## src/rtl/gpu_command_scheduler.sv

```systemverilog
// Routes CPU character writes and clear commands into VRAM, one cell per cycle; 1-cycle request-to-write latency when idle.
// Pending CPU writes wait in a 4-deep FIFO while a clear runs; a write that finds it full or out of range is dropped with cpu_drop.
module gpu_command_scheduler (
    input  logic        clk,
    input  logic        rst,
    input  logic [15:0] io_data,
    input  logic [15:0] cpu_write_address,
    input  logic [7:0]  cpu_write_data,
    output logic        vram_we,
    output logic [11:0] vram_addr,
    output logic [7:0]  vram_wdata,
    output logic [7:0]  font_color,
    output logic [7:0]  bg_color,
    output logic        busy,
    output logic        cpu_drop
);
    typedef enum logic [1:0] {IDLE, CLEAR_SCREEN, CLEAR_LINE} state_t;

    state_t      state, state_nxt;
    logic [15:0] prev_addr;
    logic [7:0]  prev_data, prev_instr;
    logic [19:0] fifo_mem [4];
    logic [1:0]  rd_ptr, wr_ptr;
    logic [2:0]  count;
    logic [11:0] clear_end;

    logic [7:0]  instr, operand;
    logic        instr_new, req_new, req_ok;
    logic [4:0]  req_row, line_row;
    logic [6:0]  req_col;
    logic [11:0] req_lin, line_base;
    logic        start_scr, start_line;
    logic        pop, push, bypass, drop;
    logic        we_nxt, busy_nxt;
    logic [11:0] addr_nxt, end_nxt;
    logic [7:0]  wdata_nxt;

    assign instr     = io_data[15:8];
    assign operand   = io_data[7:0];
    assign instr_new = (instr != prev_instr) && (instr != 8'h00);
    // An idle->active transition or any change of address/data counts as a fresh write.
    assign req_new   = !cpu_write_address[15] &&
                       (prev_addr[15] || ({cpu_write_address[14:0], cpu_write_data} != {prev_addr[14:0], prev_data}));
    assign req_row   = cpu_write_address[11:7];
    assign req_col   = cpu_write_address[6:0];
    assign req_ok    = (req_row <= 5'd29) && (req_col <= 7'd79);
    assign req_lin   = {7'd0, req_row} * 12'd80 + {5'd0, req_col};
    assign line_row  = cpu_write_address[12:8];
    assign line_base = {7'd0, line_row} * 12'd80;
    assign start_scr  = (state == IDLE) && instr_new && (instr == 8'h04);
    assign start_line = (state == IDLE) && instr_new && (instr == 8'h05) && (line_row <= 5'd29);

    assign push = req_new && req_ok && !bypass && ((count != 3'd4) || pop);
    assign drop = req_new && !bypass && !push;

    always_comb begin
        state_nxt = state;
        we_nxt    = 1'b0;
        addr_nxt  = vram_addr;
        wdata_nxt = vram_wdata;
        busy_nxt  = busy;
        end_nxt   = clear_end;
        pop       = 1'b0;
        bypass    = 1'b0;
        case (state)
            IDLE: begin
                if (start_scr) begin
                    state_nxt = CLEAR_SCREEN;
                    we_nxt    = 1'b1;
                    addr_nxt  = 12'd0;
                    wdata_nxt = 8'h00;
                    busy_nxt  = 1'b1;
                    end_nxt   = 12'd2399;
                end else if (start_line) begin
                    state_nxt = CLEAR_LINE;
                    we_nxt    = 1'b1;
                    addr_nxt  = line_base;
                    wdata_nxt = 8'h00;
                    busy_nxt  = 1'b1;
                    end_nxt   = line_base + 12'd79;
                end else if (count != 3'd0) begin
                    pop       = 1'b1;
                    we_nxt    = 1'b1;
                    {addr_nxt, wdata_nxt} = fifo_mem[rd_ptr];
                end else if (req_new && req_ok) begin
                    bypass    = 1'b1;
                    we_nxt    = 1'b1;
                    addr_nxt  = req_lin;
                    wdata_nxt = cpu_write_data;
                end
            end
            default: begin
                // vram_addr always holds the clear write currently on the bus.
                if (vram_addr == clear_end) begin
                    state_nxt = IDLE;
                    busy_nxt  = 1'b0;
                end else begin
                    we_nxt    = 1'b1;
                    addr_nxt  = vram_addr + 12'd1;
                    wdata_nxt = 8'h00;
                end
            end
        endcase
    end

    always_ff @(posedge clk) begin
        if (!rst) begin
            state      <= IDLE;
            vram_we    <= 1'b0;
            vram_addr  <= 12'd0;
            vram_wdata <= 8'h00;
            busy       <= 1'b0;
            cpu_drop   <= 1'b0;
            font_color <= 8'hFF;
            bg_color   <= 8'h00;
            clear_end  <= 12'd0;
            rd_ptr     <= 2'd0;
            wr_ptr     <= 2'd0;
            count      <= 3'd0;
            prev_addr  <= 16'h8000;
            prev_data  <= 8'h00;
            prev_instr <= 8'h00;
        end else begin
            state      <= state_nxt;
            vram_we    <= we_nxt;
            vram_addr  <= addr_nxt;
            vram_wdata <= wdata_nxt;
            busy       <= busy_nxt;
            cpu_drop   <= drop;
            clear_end  <= end_nxt;
            if (instr_new && (instr == 8'h02)) font_color <= operand;
            if (instr_new && (instr == 8'h03)) bg_color   <= operand;
            if (pop)  rd_ptr <= rd_ptr + 2'd1;
            if (push) wr_ptr <= wr_ptr + 2'd1;
            count      <= count + {2'd0, push} - {2'd0, pop};
            prev_addr  <= cpu_write_address;
            prev_data  <= cpu_write_data;
            prev_instr <= instr;
        end
    end

    always_ff @(posedge clk) begin
        if (push) fifo_mem[wr_ptr] <= {req_lin, cpu_write_data};
    end
endmodule

```

## config.mk

```make
export PLATFORM = sky130hd
export DESIGN_NAME = gpu_command_scheduler
export DESIGN_NICKNAME = d
export VERILOG_FILES = /design/src/rtl/gpu_command_scheduler.sv
export SDC_FILE = /design/constraint.sdc
export NUM_CORES = 1
export LEC_CHECK = 0
export CAP_MARGIN = 20
export CORE_MARGIN = 2
export CORE_UTILIZATION = 53
export CTS_BUF_LIST = sky130_fd_sc_hd__clkbuf_8
export CTS_CLUSTER_SIZE = 8
export DETAILED_ROUTE_END_ITERATION = 12
export GPL_ROUTABILITY_DRIVEN = 0
export HOLD_SLACK_MARGIN = 0.12
export PLACE_DENSITY = 0.78
export SYNTH_ARGS = -nofsm -noshare
export SYNTH_HDL_FRONTEND = slang
export SYNTH_SLANG_ARGS = --single-unit
```

## constraint.sdc

```tcl
create_clock -name clk -period 2.99 [get_ports clk]
set_input_delay 0.598 -clock clk [delete_from_list [all_inputs] [get_ports clk]]
set_output_delay 0.598 -clock clk [all_outputs]
set_load 0.01 [all_outputs]
```

# ---- After elaboration in Yosys (flattened, before gate mapping)
# Memory sizes are Yosys's and may differ from the RTL's. A register that Yosys moved wholly into a read port is not among the register bits.
# Cells that the tools add are included.
dict set report word_totals {
  reg_bits 92
  ramBits 80
  output_inout_bits 39
  memories 1
}
dict set report op_classes {
  add_sub_neg 7
  multipliers 2
  n_lt_le_gt_ge 3
  eq_ne 11
  mux 40
  reduce_logical 27
}
# memory words word_bits read_ports rd_clocked_by_memory_dff write_ports line
set mem_list {}
lappend mem_list {fifo_mem 4 20 1 1 1 22} ;# logic [19:0] fifo_mem [4];
# operator n
set op_table {}
lappend op_table {{$mux W12} 8}
lappend op_table {{$mux W8} 6}
lappend op_table {{$ne A23 B23 Y1} 1}
lappend op_table {{$mux W1} 20}
lappend op_table {{$eq A8 B2 Y1 const B} 2}
lappend op_table {{$eq A8 B3 Y1 const B} 2}
lappend op_table {{$mul A5 B3 Y8 const B} 2}
lappend op_table {{$logic_and A1 B1 Y1} 14}
lappend op_table {{$add A12 B1 Y12 const B} 1}
lappend op_table {{$add A12 B7 Y12} 1}
lappend op_table {{$add A12 B7 Y12 const B} 1}
lappend op_table {{$eq A12 B12 Y1} 1}
lappend op_table {{$mux W2} 6}
lappend op_table {{$le A5 B5 Y1 const B} 2}
lappend op_table {{$ne A8 B8 Y1} 1}
lappend op_table {{$reduce_bool A8 Y1} 1}
lappend op_table {{$le A7 B7 Y1 const B} 1}
lappend op_table {{$ne A3 B3 Y1 const B} 2}
lappend op_table {{$reduce_and A2 Y1} 3}
lappend op_table {{$ne A5 B3 Y1 const B} 1}
lappend op_table {{$add A2 B1 Y2 const B} 2}
lappend op_table {{$reduce_bool A2 Y1} 2}
lappend op_table {{$add A3 B1 Y3} 1}
lappend op_table {{$logic_not A1 Y1} 3}
lappend op_table {{other kinds (5)} 6}

# ---- Logic depth before layout (Yosys ltp)
# Gate-level depths: netlist of the first run.
dict set report depth {
  ltp_word 14
  mapped_depth 12
  ltp_nobuf 11
}

# ---- Least setup slack after synthesis of the first run
# No wires, ideal clock.
dict set report synth_timing {
  kind {input -> register}
  startpoint {input cpu_write_address[8]}
  endpoint {register vram_addr[9]}
  arrival_ps 2883
  t_required_ps 2917
  path_slack_ps 34
  stages 11
  path_cell_list {ha_1 > ha_1 > inv_1 > fa_1 > nand2b_1 > nor3_1 > xnor2_1 > mux2i_1 > mux2_4 > o32a_1 > o22ai_2}
}
dict set report synth_between {
  elab_chain_cells 7
  word_cells_on_any_way 18
}
# element line
set synth_lines {}
lappend synth_lines {{start: declaration} 7} ;# input logic [15:0] cpu_write_address,
lappend synth_lines {{$mul A5 B3 Y8} 47} ;# assign req_lin = {7'd0, req_row} * 12'd80 + {5'd0, req_col};
lappend synth_lines {{$add A12 B7 Y12} 47}
lappend synth_lines {{net req_lin[9]} 31} ;# logic [11:0] req_lin, line_base;
lappend synth_lines {{$mux W12} 85} ;# end else if (req_new && req_ok) begin
lappend synth_lines {{$mux W12} 81} ;# end else if (count != 3'd0) begin
lappend synth_lines {{$mux W12} 74} ;# end else if (start_line) begin
lappend synth_lines {{$mux W12} 67} ;# if (start_scr) begin
lappend synth_lines {{$mux W12} 65} ;# case (state)
lappend synth_lines {{end signal: assignment} 126} ;# vram_addr <= addr_nxt;
lappend synth_lines {{end: declaration} 10} ;# output logic [11:0] vram_addr,
# The timed path passes the listed nets, and every way through them passes these cells. The select of a mux whose other input is x is not followed.
# A chain may end at the register's enable or synchronous reset.

# ---- Final worst setup path of the first run
dict set report layout_timing {
  startpoint {input cpu_write_address[7]}
  endpoint {register count[2]}
}
dict set report layout_between {
  elab_chain_cells 14
  word_cells_on_any_way 16
}
# element line
set layout_lines {}
lappend layout_lines {{branches (longest 3 deep; another with $le A5 B5 Y1)} -}
lappend layout_lines {{$logic_and A1 B1 Y1 *} {53, 85}}
lappend layout_lines {{$mux W1} 85}
lappend layout_lines {{$mux W1} 81}
lappend layout_lines {{$mux W1} 74}
lappend layout_lines {{$mux W1} 67}
lappend layout_lines {{$mux W1} 65}
lappend layout_lines {{$logic_not A1 Y1} 53} ;# assign push = req_new && req_ok && !bypass && ((count != 3'd4) || pop);
lappend layout_lines {{$logic_and A1 B1 Y1 * (2 in series)} 53}
lappend layout_lines {{$add A3 B1 Y3 *} 135} ;# count <= count + {2'd0, push} - {2'd0, pop};
lappend layout_lines {{$sub A3 B1 Y3 *} 135}
lappend layout_lines {{end signal: assignment} 135}
lappend layout_lines {{end: declaration} 24} ;# logic [2:0] count;
# Mark *: on every way between the ends.

==> results of run 1 <==
through the flow:
step	area (sq um)	power (W)	instances
3_5_place_dp	9361	0.005576	973
2_1_floorplan	7702	0.004529	645
5_1_grt	9819	0.007449	1007
3_3_place_gp	9361	0.005477	973
6_report	9819	0.007088	1007
4_1_cts	9742	0.007073	1006
cell type report:
cell class / instances / area [sq um]
Inverter: 15 / 56.30
Multi-Input combinational cell: 429 / 3358
Clock buffer: 20 / 275.3
Sequential cell: 171 / 4224
Fill cell: 1032 / 4549
Timing Repair Buffer: 176 / 1584
Tap cell: 184 / 230.2
Clock inverter: 12 / 91.34
metal layers:
layer  up-vias  global-route usage [%]
met1      2779                   29.54
met3        50                   4.854
li1       2648                       -
met4         0                   13.15
met2       223                   41.72
met5         -                       0
cells in the final DEF (no fill, tap or decap), types with 5 or more instances in the layout:
master and count:
a211o_1 8, a21oi_1 27, and2_1 38, buf_12 5, buf_4 90, clkbuf_8 20, clkdlybuf4s50_1 77, dfxtp_1 91
edfxtp_1 80, ha_1 19, inv_1 16, mux2i_1 24, mux4_2 20, nand2_1 72, nand2b_1 7, nand4_1 12
nor2_1 38, nor2b_1 7, nor3_1 13, o21ai_0 6, xnor2_1 46, xor2_1 10
power groups by stage:
stage,combinational [W],clock (W),sequential [W]
after detailed placement,0.00248,0,0.00309
final,0.00254,0.00150,0.00305
after floorplan,0.00150,0,0.00303
after CTS,0.00250,0.00153,0.00304
after global placement,0.00240,0,0.00308
after global routing,0.00276,0.00161,0.00309
timing repair:
item / CTS / global route
gates resized for setup: 2 / 13
endpoints found under the setup margin: 1 / 6
pin swaps: 1 / 8
setup buffers: 1 / 1
hold buffers: 0 / 0
synth_stat cells (2+ instances only):
library cell	count	area share [%]
nor2b_1	7	0.57
nor3b_1	2	0.19
a2111oi_0	2	0.23
or4_1	4	0.39
fa_1	4	1.0
a211o_1	8	0.91
a211oi_1	3	0.29
a21o_1	3	0.29
ha_1	19	3.1
clkbuf_1	20	0.97
nor4_2	2	0.32
nand4_1	12	0.97
o32a_1	3	0.39
o31ai_1	2	0.19
o31a_1	2	0.23
a41oi_1	2	0.23
nand2_1	72	3.5
buf_2	6	0.39
nor3_1	15	0.97
a32o_1	2	0.26
nand2b_1	8	0.65
nor2_1	38	1.9
dfxtp_1	91	24
o21ai_0	6	0.39
a21oi_1	27	1.8
buf_4	2	0.19
o22ai_1	4	0.32
xnor2_1	49	5.6
o211ai_1	2	0.19
or3_1	2	0.16
a22oi_1	2	0.19
nor2_4	2	0.29
mux4_2	20	5.8
edfxtp_1	80	31
nor4_1	4	0.32
or2_2	3	0.24
a31oi_1	3	0.24
xor2_1	11	1.3
mux2i_1	24	3.1
nand3_1	4	0.26
inv_1	15	0.73
o32ai_1	2	0.23
and2_1	38	3.1
state kept, by name, summed over array words and instances (netlist names), named ones only:
| name | flops |
|---|---|
| prev_instr | 8 |
| wr_ptr | 2 |
| vram_addr | 12 |
| fifo_mem | 80 |
| count | 3 |
| state | 2 |
| prev_data | 8 |
| bg_color | 8 |
| font_color | 8 |
| cpu_drop | 1 |
| rd_ptr | 2 |
| vram_we | 1 |
| clear_end | 9 |
| busy | 1 |
| vram_wdata | 8 |
| prev_addr | 16 |
kinds of logic (layout without fill, tap and decap cells):
kind of cell | count (synthesis) | count (layout) | synth area share [%]
mux | 46 | 46 | 9.308
xor+xnor | 61 | 61 | 7.115
buf+inv | 45 | 223 | 2.485
compound gates | 80 | 80 | 7.602
simple gates | 219 | 219 | 14.52
flops | 171 | 171 | 54.84
fa+ha+maj | 23 | 23 | 4.126
worst max-delay path, stage by stage:
cell and delay, ps:
clkdlybuf4s50_1 530, buf_4 140, xnor2_1 110, nand4_1 170, nor4_2 320, buf_4 170
a21oi_2 80, xnor2_1 140, o31a_1 110, ha_1 200, fa_2 350, xnor2_2 150
xnor2_1 140, nor2_1 50
worst max-delay path by stage:
stage                                startpoint           end
after floorplan            cpu_write_address[8]  vram_addr[9]
after detailed placement   cpu_write_address[9]      count[2]
after CTS                 cpu_write_address[10]  vram_addr[9]
after global placement    cpu_write_address[10]      count[2]
after global routing       cpu_write_address[7]      count[2]
final                      cpu_write_address[7]      count[2]
==> flow_summary_export.csv, run 1 <==
group,metric,value,unit
status,status,"complete, no violations",
route,wl_met3,1115,um
route,dr_wl_met2,9178,um
synthesis,seq_area_frac_synth,54.84,%
floorplanning,rows,44,
global_routing,grt_usage,24.56,%
cts,clk_pin_slew_worst_paths,80,ps
floorplanning,fp.dieH,124.6,um
floorplanning,dieWidth,124.6,um
route,drt-pass1-iter-count,5,
global_routing,grt_pass1_vias,5958,
hold_path,hold_depth,2,
flow_run,cap_viol_max_count,0,
route,wl_met1,7514,um
power,p_int,0.004728,W
cts,cts_tree,"done",
final_layout,drive_gt1_share,20.90,%
sta,setup-violations-final,0,
sta,slew_violations,0,
sta,final_hold_viol_count,0,
global_routing,antenna_found_initial,0,
critical_path,critPathMaxFanout,3,
critical_path,cp-start-kind,"input pin",
sta,rsz0062_at_grt,"true",
sta,fin_crit_sh,97.92,%
global_routing,grt_pass1_wl,29900,um
power,power_density,721.8,nW/um^2
power,power_switching_share,33.30,%
placement,pre_cts_slack,-516.6,ps
power,seqPwrFrac,43.0,%
global_routing,overflow,0,
placement,dp_hpwl,13190,um
final_layout,nets,875,
critical_path,crit_required,3330,ps
synthesis,synth_ff_type,"dfxtp_1",
power,p_leak,3.735,nW
floorplanning,dieArea,15510,sq um
hold_path,holdPathEnd,"vram_wdata[0]",
placement,io_buffers,80,
route,wl_per_cell,18.37,um
synthesis,synthCells,645,
sta,period_needed,2928,ps
critical_path,regToRegStartpoint,"prev_addr[1]",
route,topRoutingLayerUsed,"met4",
critical_path,worstPathArrival,3270,ps
floorplanning,io_pins,81,
cts,clk_latency,460,ps
synthesis,async_reset_ff_share,0,%
power,clkPwrFrac,21.2,%
critical_path,r2r_slack,410,ps
cts,cts_max_level,4,
cts,cts-root-buf,"clkbuf_8",
power,vdd_ir_drop_max,0.0004577,V
floorplanning,start_util,53.61,%
sta,timing.max_slew.rel_slack,52.59,%
final_layout,n_antenna_cell,0,
synthesis,syn-cell-area,7702,sq um
critical_path,worstReg2RegEnd,"count[2]",
synthesis,synth.avg_cell_area,11.94,sq um
route,vias,5700,
hold_path,worstHoldPathType,"flop to flop",
sta,fin_tns_setup,0,ps
synthesis,synth-seq-cells,171,
synthesis,syn-num-nets,710,
power,switching_power,0.002360,W
hold_path,hp-start,"vram_wdata[0]",
route,drc,0,
synthesis,yosysWarningCount,0,
route,routed_wl,18500,um
cts,cts-buffers-inserted,17,
synthesis,ys_types,61,
sta,fin_worst_skew,12.48,ps
global_routing,grt_start_max_net_pins,55,
critical_path,r2r_cells,12,
cts,clock-sinks,171,
final_layout,fin_util,68.34,%
power,combPwrFrac,35.8,%
route,drt_iter0_markers,353,
route,vias_per_cell,5.660,
sta,holdWs,459.6,ps
floorplanning,core_area,14370,sq um
sta,timing.fmax,0.3415,GHz
sta,tightest_slew,710.2,ps
synthesis,synth-edff-count,80,
route,ant_nets,0,
final_layout,syn2layout_area_growth,27.49,%
critical_path,crit_type,"input pin to flop",
critical_path,endpoint_kind,"flop",
cts,cts.path.max_buffers,2,
sta,setup_ws,62.12,ps
(Power assumes the default switching activity.)
==> run 2, diff against run 1 <==
- GPL_ROUTABILITY_DRIVEN: 0 -> default
- SLEW_MARGIN: default -> 20
==> run 2 against run 1 <==
  * Fmax increased by 0.46%
  * Total power rose by 3.1%
  * Cell area grew 0.87%
  * Die area stayed put
  * Core utilization increased by 0.59 points
  * Setup slack improved by 13 ps
==> flow_summary_export.csv, run 2 (synthesized netlist as in run 1, its figures left out) <==
group,metric,value,unit
sta,fin_crit_sh,97.47,%
critical_path,crit_family,"simple AND/OR/NAND/NOR gates",
global_routing,grt_pass1_vias,6016,
power,power_switching_share,32.39,%
critical_path,crit_cells,12,
route,vias_per_cell,5.578,
global_routing,antenna_found_initial,0,
cts,clk_pin_slew_worst_paths,90,ps
sta,tightest_slew,628.1,ps
final_layout,largest_reg_flops,80,
critical_path,critical-path-slowest-cell,"clkdlybuf4s50_1",
critical_path,endpoint,"count[2]",
global_routing,overflow,0,
cts,cts_tree,"done",
power,combPwrFrac,34.7,%
power,power_density,738.0,nW/um^2
final_layout,syn2layout_area_growth,28.59,%
critical_path,worstReg2RegEnd,"count[2]",
sta,timing.fmax,0.3431,GHz
cts,clock-sinks,171,
critical_path,r2r_cells,11,
sta,holdWs,463.3,ps
critical_path,endpoint_kind,"flop",
critical_path,crit_type,"input pin to flop",
critical_path,r2r_slack,330,ps
sta,timing.max_slew.rel_slack,58.07,%
sta,final_hold_viol_count,0,
critical_path,worstPathCellList,"clkdlybuf4s50_1, buf_4, xnor2_1, nand4_1, nor4_2, buf_4, a21oi_2, or3_1, fa_2, xnor2_2, xnor2_1, nor2_1",
floorplanning,rows,44,
power,p_int,0.004942,W
cts,cts_hold_buffers,0,
sta,setup_ws,75.57,ps
final_layout,layout_common_cells,"dfxtp_1, buf_4, edfxtp_1, clkdlybuf4s50_1, nand2_1",
final_layout,drive_gt1_share,21.51,%
sta,slew_violations,0,
route,wl_per_cell,18.82,um
hold_path,worstHoldPathType,"flop to flop",
cts,cts-root-buf,"clkbuf_8",
power,vdd_ir_drop_max,0.0005775,V
status,status,"complete, no violations",
global_routing,grt_pass1_wl,29850,um
final_layout,multi_input_area,3369,sq um
final_layout,stdcell_count,1007,
final_layout,fillCellCount,1039,
critical_path,critPathMaxFanout,3,
critical_path,regToRegStartpoint,"prev_addr[2]",
route,drt_iter0_markers,469,
floorplanning,core_area,14370,sq um
power,switching_power,0.002367,W
floorplanning,fp.dieH,124.6,um
flow_run,cap_viol_max_count,0,
route,routed_wl,18950,um
floorplanning,dieWidth,124.6,um
floorplanning,dieArea,15510,sq um
final_layout,nets,875,
critical_path,startpoint,"cpu_write_address[7]",
final_layout,n_antenna_cell,0,
placement,gp_congestion,0.8603,
critical_path,max_stage_delay,540,ps
power,seqPwrFrac,41.7,%
placement,dp_hpwl,13380,um
critical_path,worstPathArrival,3260,ps
final_layout,reg_top3,"fifo_mem: 80 flops, prev_addr: 16 flops, vram_addr: 12 flops",
sta,fin_worst_skew,10.72,ps
cts,cts.path.max_buffers,2,
route,ant_nets,0,
final_layout,register_area,4224,sq um
global_routing,grt_usage,24.39,%
cts,cts-buffers-inserted,17,
floorplanning,start_util,53.61,%
route,drc,0,
global_routing,grt_start_max_net_pins,55,
cts,clk_latency,460,ps
placement,io_buffers,80,
critical_path,path_buf_inv,3,
sta,setup-violations-final,0,
power,clkPwrFrac,23.6,%
sta,period_needed,2914,ps
floorplanning,io_pins,81,
route,vias,5617,
placement,pre_cts_slack,-519.4,ps
critical_path,cp-start-kind,"input pin",
final_layout,final_common_cell,"dfxtp_1",
placement,dp_cells,972,
cts,cts_max_level,4,
critical_path,crit_required,3340,ps
power,p_leak,3.774,nW
final_layout,largest_register,"fifo_mem",
route,drt-pass1-iter-count,5,
[run 2: worst min path at each step]
stage                              from             to  depth (start not counted)
final                     vram_wdata[1]  vram_wdata[1]                          2
after global routing      vram_wdata[3]  vram_wdata[3]                          2
after CTS                 vram_wdata[6]  vram_wdata[6]                          2
after detailed placement  vram_wdata[3]  vram_wdata[3]                          2
after global placement    vram_wdata[6]  vram_wdata[6]                          2
after floorplan            clear_end[9]   clear_end[9]                          2
[run 2: tightest hold or removal path: stages, from the launching register on]
cell and delay (ps):
dfxtp_1 320, nand2_1 50, a21oi_1 50
[run 2: power by group through the flow]
stage	combinational (W)	sequential [W]	clock, W
finish	0.00254	0.00305	0.00172
global route	0.00275	0.00309	0.00183
CTS	0.00249	0.00304	0.00174
detailed placement	0.00247	0.00309	0
global placement	0.00239	0.00307	0
floorplan	0.00150	0.00303	0
[run 2: stage by stage]
stage	TNS (ps)	util, %	instance area (sq um)	power (W)
after floorplan	0	-	7702	0.004529
after global placement	-24850	65.10	9354	0.005467
after detailed placement	-32590	65.10	9354	0.005554
after CTS	0	68.19	9798	0.007270
after global routing	-72.03	68.93	9905	0.007666
final	0	68.93	9905	0.007310
[run 2: routing by layer]
| metal | wire length (um) | vias up | track usage, % |
|---|---|---|---|
| met5 | 0 | - | 0 |
| met4 | 436 | 0 | 8.658 |
| met3 | 923 | 31 | 4.811 |
| met2 | 9776 | 178 | 44.17 |
| met1 | 7813 | 2765 | 28.80 |
| li1 | - | 2643 | - |
[run 2: final cells by class]
class                           count  share of cell area, %
Multi-Input combinational cell    429                  34.02
Tap cell                          184                  2.324
Clock inverter                     13                  1.680
Timing Repair Buffer              176                  16.12
Inverter                           15                 0.5685
Clock buffer                       19                  2.640
Sequential cell                   171                  42.65
[run 2: timing repair]
action | 4_1_cts | 5_1_grt
resized for setup | 4 | 18
setup buffers | 0 | 3
endpoints found under the setup margin | 2 | 86
pin swaps | 0 | 11
hold endpoints to repair | 0 | 0
==> run 3, diff against run 2 <==
- ABC_AREA: default -> 0
- clock period: 2.99 -> 2.5 ns (I/O delays scaled with it)
==> run 3 against run 2 <==
  * The run now ends with negative setup slack left
  * Clock skew rose by 4.6 ps
  * Sequential power rose by 19%
  * Clock power rose by 3%
  * Core utilization rose by 0.96 points
  * Die area did not move
  * Final cell count rose by 0.79%
  * Critical path type unchanged
  * Critical endpoint unchanged
  * Largest cell class unchanged
==> flow_summary_export.csv, run 3 (synthesized netlist as in run 1, its figures left out) <==
group,metric,value,unit
cts,clk_pin_slew_worst_paths,90,ps
global_routing,grt-busiest-layer,"met2",
placement,gp_congestion,0.8997,
final_layout,stdcell_count,1015,
critical_path,critPathMaxFanout,3,
floorplanning,start_util,53.61,%
hold_path,hold_depth,2,
critical_path,r2r_cells,12,
cts,cts.path.max_buffers,2,
route,drt_iter0_markers,392,
sta,timing.fmax,0.3991,GHz
status,status,"complete, but fails checks",
sta,fin_crit_sh,100.2,%
placement,dp_hpwl,13210,um
sta,timing.max_slew.rel_slack,44.57,%
power,power_density,863.8,nW/um^2
sta,rsz0062_at_grt,"true",
sta,fin_worst_skew,15.31,ps
route,ant_nets,0,
critical_path,cp-start-kind,"input pin",
global_routing,use_met2,42.11,%
final_layout,layout_common_cells,"buf_4, dfxtp_1, edfxtp_1, nand2_1, clkdlybuf4s50_1",
floorplanning,dieWidth,124.6,um
global_routing,overflow,0,
final_layout,drive_gt1_share,25.15,%
floorplanning,dieArea,15510,sq um
floorplanning,io_pins,81,
final_layout,largest_register,"fifo_mem",
route,vias,5726,
critical_path,crit_type,"input pin to flop",
sta,period_needed,2506,ps
cts,cts_hold_buffers,0,
final_layout,syn2layout_area_growth,30.38,%
floorplanning,core_area,14370,sq um
cts,cts_max_level,4,
hold_path,worstHoldPathType,"input pin to flop",
final_layout,stdcell_area,10040,sq um
sta,tightest_slew,824.5,ps
sta,slew_violations,0,
global_routing,grt_start_max_net_pins,55,
cts,clk_latency,460,ps
placement,io_buffers,80,
placement,dp_cells,973,
route,drc,0,
final_layout,largest_reg_flops,80,
sta,setup-violations-final,1,
status,violations,"negative setup slack",
critical_path,endpoint_kind,"flop",
global_routing,antenna_found_initial,0,
global_routing,grt_pass1_vias,5892,
cts,cts-root-buf,"clkbuf_8",
cts,clock-sinks,171,
critical_path,worstPathArrival,2860,ps
placement,placed_area,9498,sq um
floorplanning,fp.dieH,124.6,um
flow_run,cap_viol_max_count,0,
final_layout,nets,883,
final_layout,n_antenna_cell,0,
global_routing,grt_pass1_wl,29330,um
cts,cts-buffers-inserted,17,
global_routing,grtUsageMet3,5.112,%
route,routed_wl,18960,um
cts,cts_tree,"done",
final_layout,reg_top3,"fifo_mem: 80 flops, prev_addr: 16 flops, vram_addr: 12 flops",
route,wl_per_cell,18.67,um
power,p_leak,3.880,nW
power,vdd_ir_drop_max,0.0004867,V
sta,final_hold_viol_count,0,
route,drt-pass1-iter-count,5,
final_layout,final_common_cell,"buf_4",
floorplanning,rows,44,
sta,holdWs,339.5,ps
route,vias_per_cell,5.641,
critical_path,crit_required,2850,ps
global_routing,grt_usage,24.22,%
sta,setup_ws,-5.717,ps
global_routing,grtUsageMet1,28.15,%
[run 3: through the flow]
step / util, % / setup TNS (ps) / total power [W] / setup WS (ps)
2_1_floorplan: - / -501.8 / 0.005464 / -190.9
3_3_place_gp: 66.06 / -72600 / 0.006601 / -778.7
3_5_place_dp: 66.10 / -83200 / 0.006704 / -908.4
4_1_cts: 69.16 / -13.30 / 0.008483 / -13.30
5_1_grt: 69.89 / -625.4 / 0.009093 / -79.87
6_report: 69.89 / -5.717 / 0.008675 / -5.717
[run 3: repair_timing]
action                     in CTS  in global routing
pin swaps                      25                  8
setup endpoints to repair     113                 91
cloned                          0                  3
resized for setup              49                 22
setup buffers                   4                  4
[run 3: worst max-delay path: stages]
cell and delay (ps):
clkdlybuf4s15_1 260, xnor2_2 180, nand4_2 120, nor2_4 60
o41ai_4 320, buf_4 190, xor2_2 90, o31a_1 260
ha_2 170, fa_2 350, xnor2_2 140, xnor2_1 160
nor2_1 50
[run 3: layout make-up]
class,instances,area [sq um]
tap,184,230.2
sequential,171,4228
timing repair buffer,184,1677
inverter,15,56.30
multi-input combinational,429,3492
fill,989,4327
clock buffer,18,247.7
clock inverter,14,111.4
[run 3: worst paths after layout]
check / start / end / slack [ps]
setup / recovery: io_data[13] / count[2] / -6
hold / removal: cpu_write_address[7] / prev_addr[7] / 340
setup reg to reg: prev_instr[5] / count[2] / 10
hold reg to reg: vram_wdata[3] / vram_wdata[3] / 460
[run 3: where the power goes]
part,leakage [nW],total (W),internal (W),switching [W]
Combinational,2.22,0.00326,0.00173,0.00153
Sequential,1.47,0.00364,0.00328,0.000353
Clock,0.188,0.00177,0.000799,0.000974
Total,3.88,0.00867,0.00582,0.00286
[run 3: per-layer routing]
layer	part of all wire, %	vias up
met5	0	-
met4	3.1	0
met3	6.0	49
met2	51	220
met1	40	2794
li1	-	2663
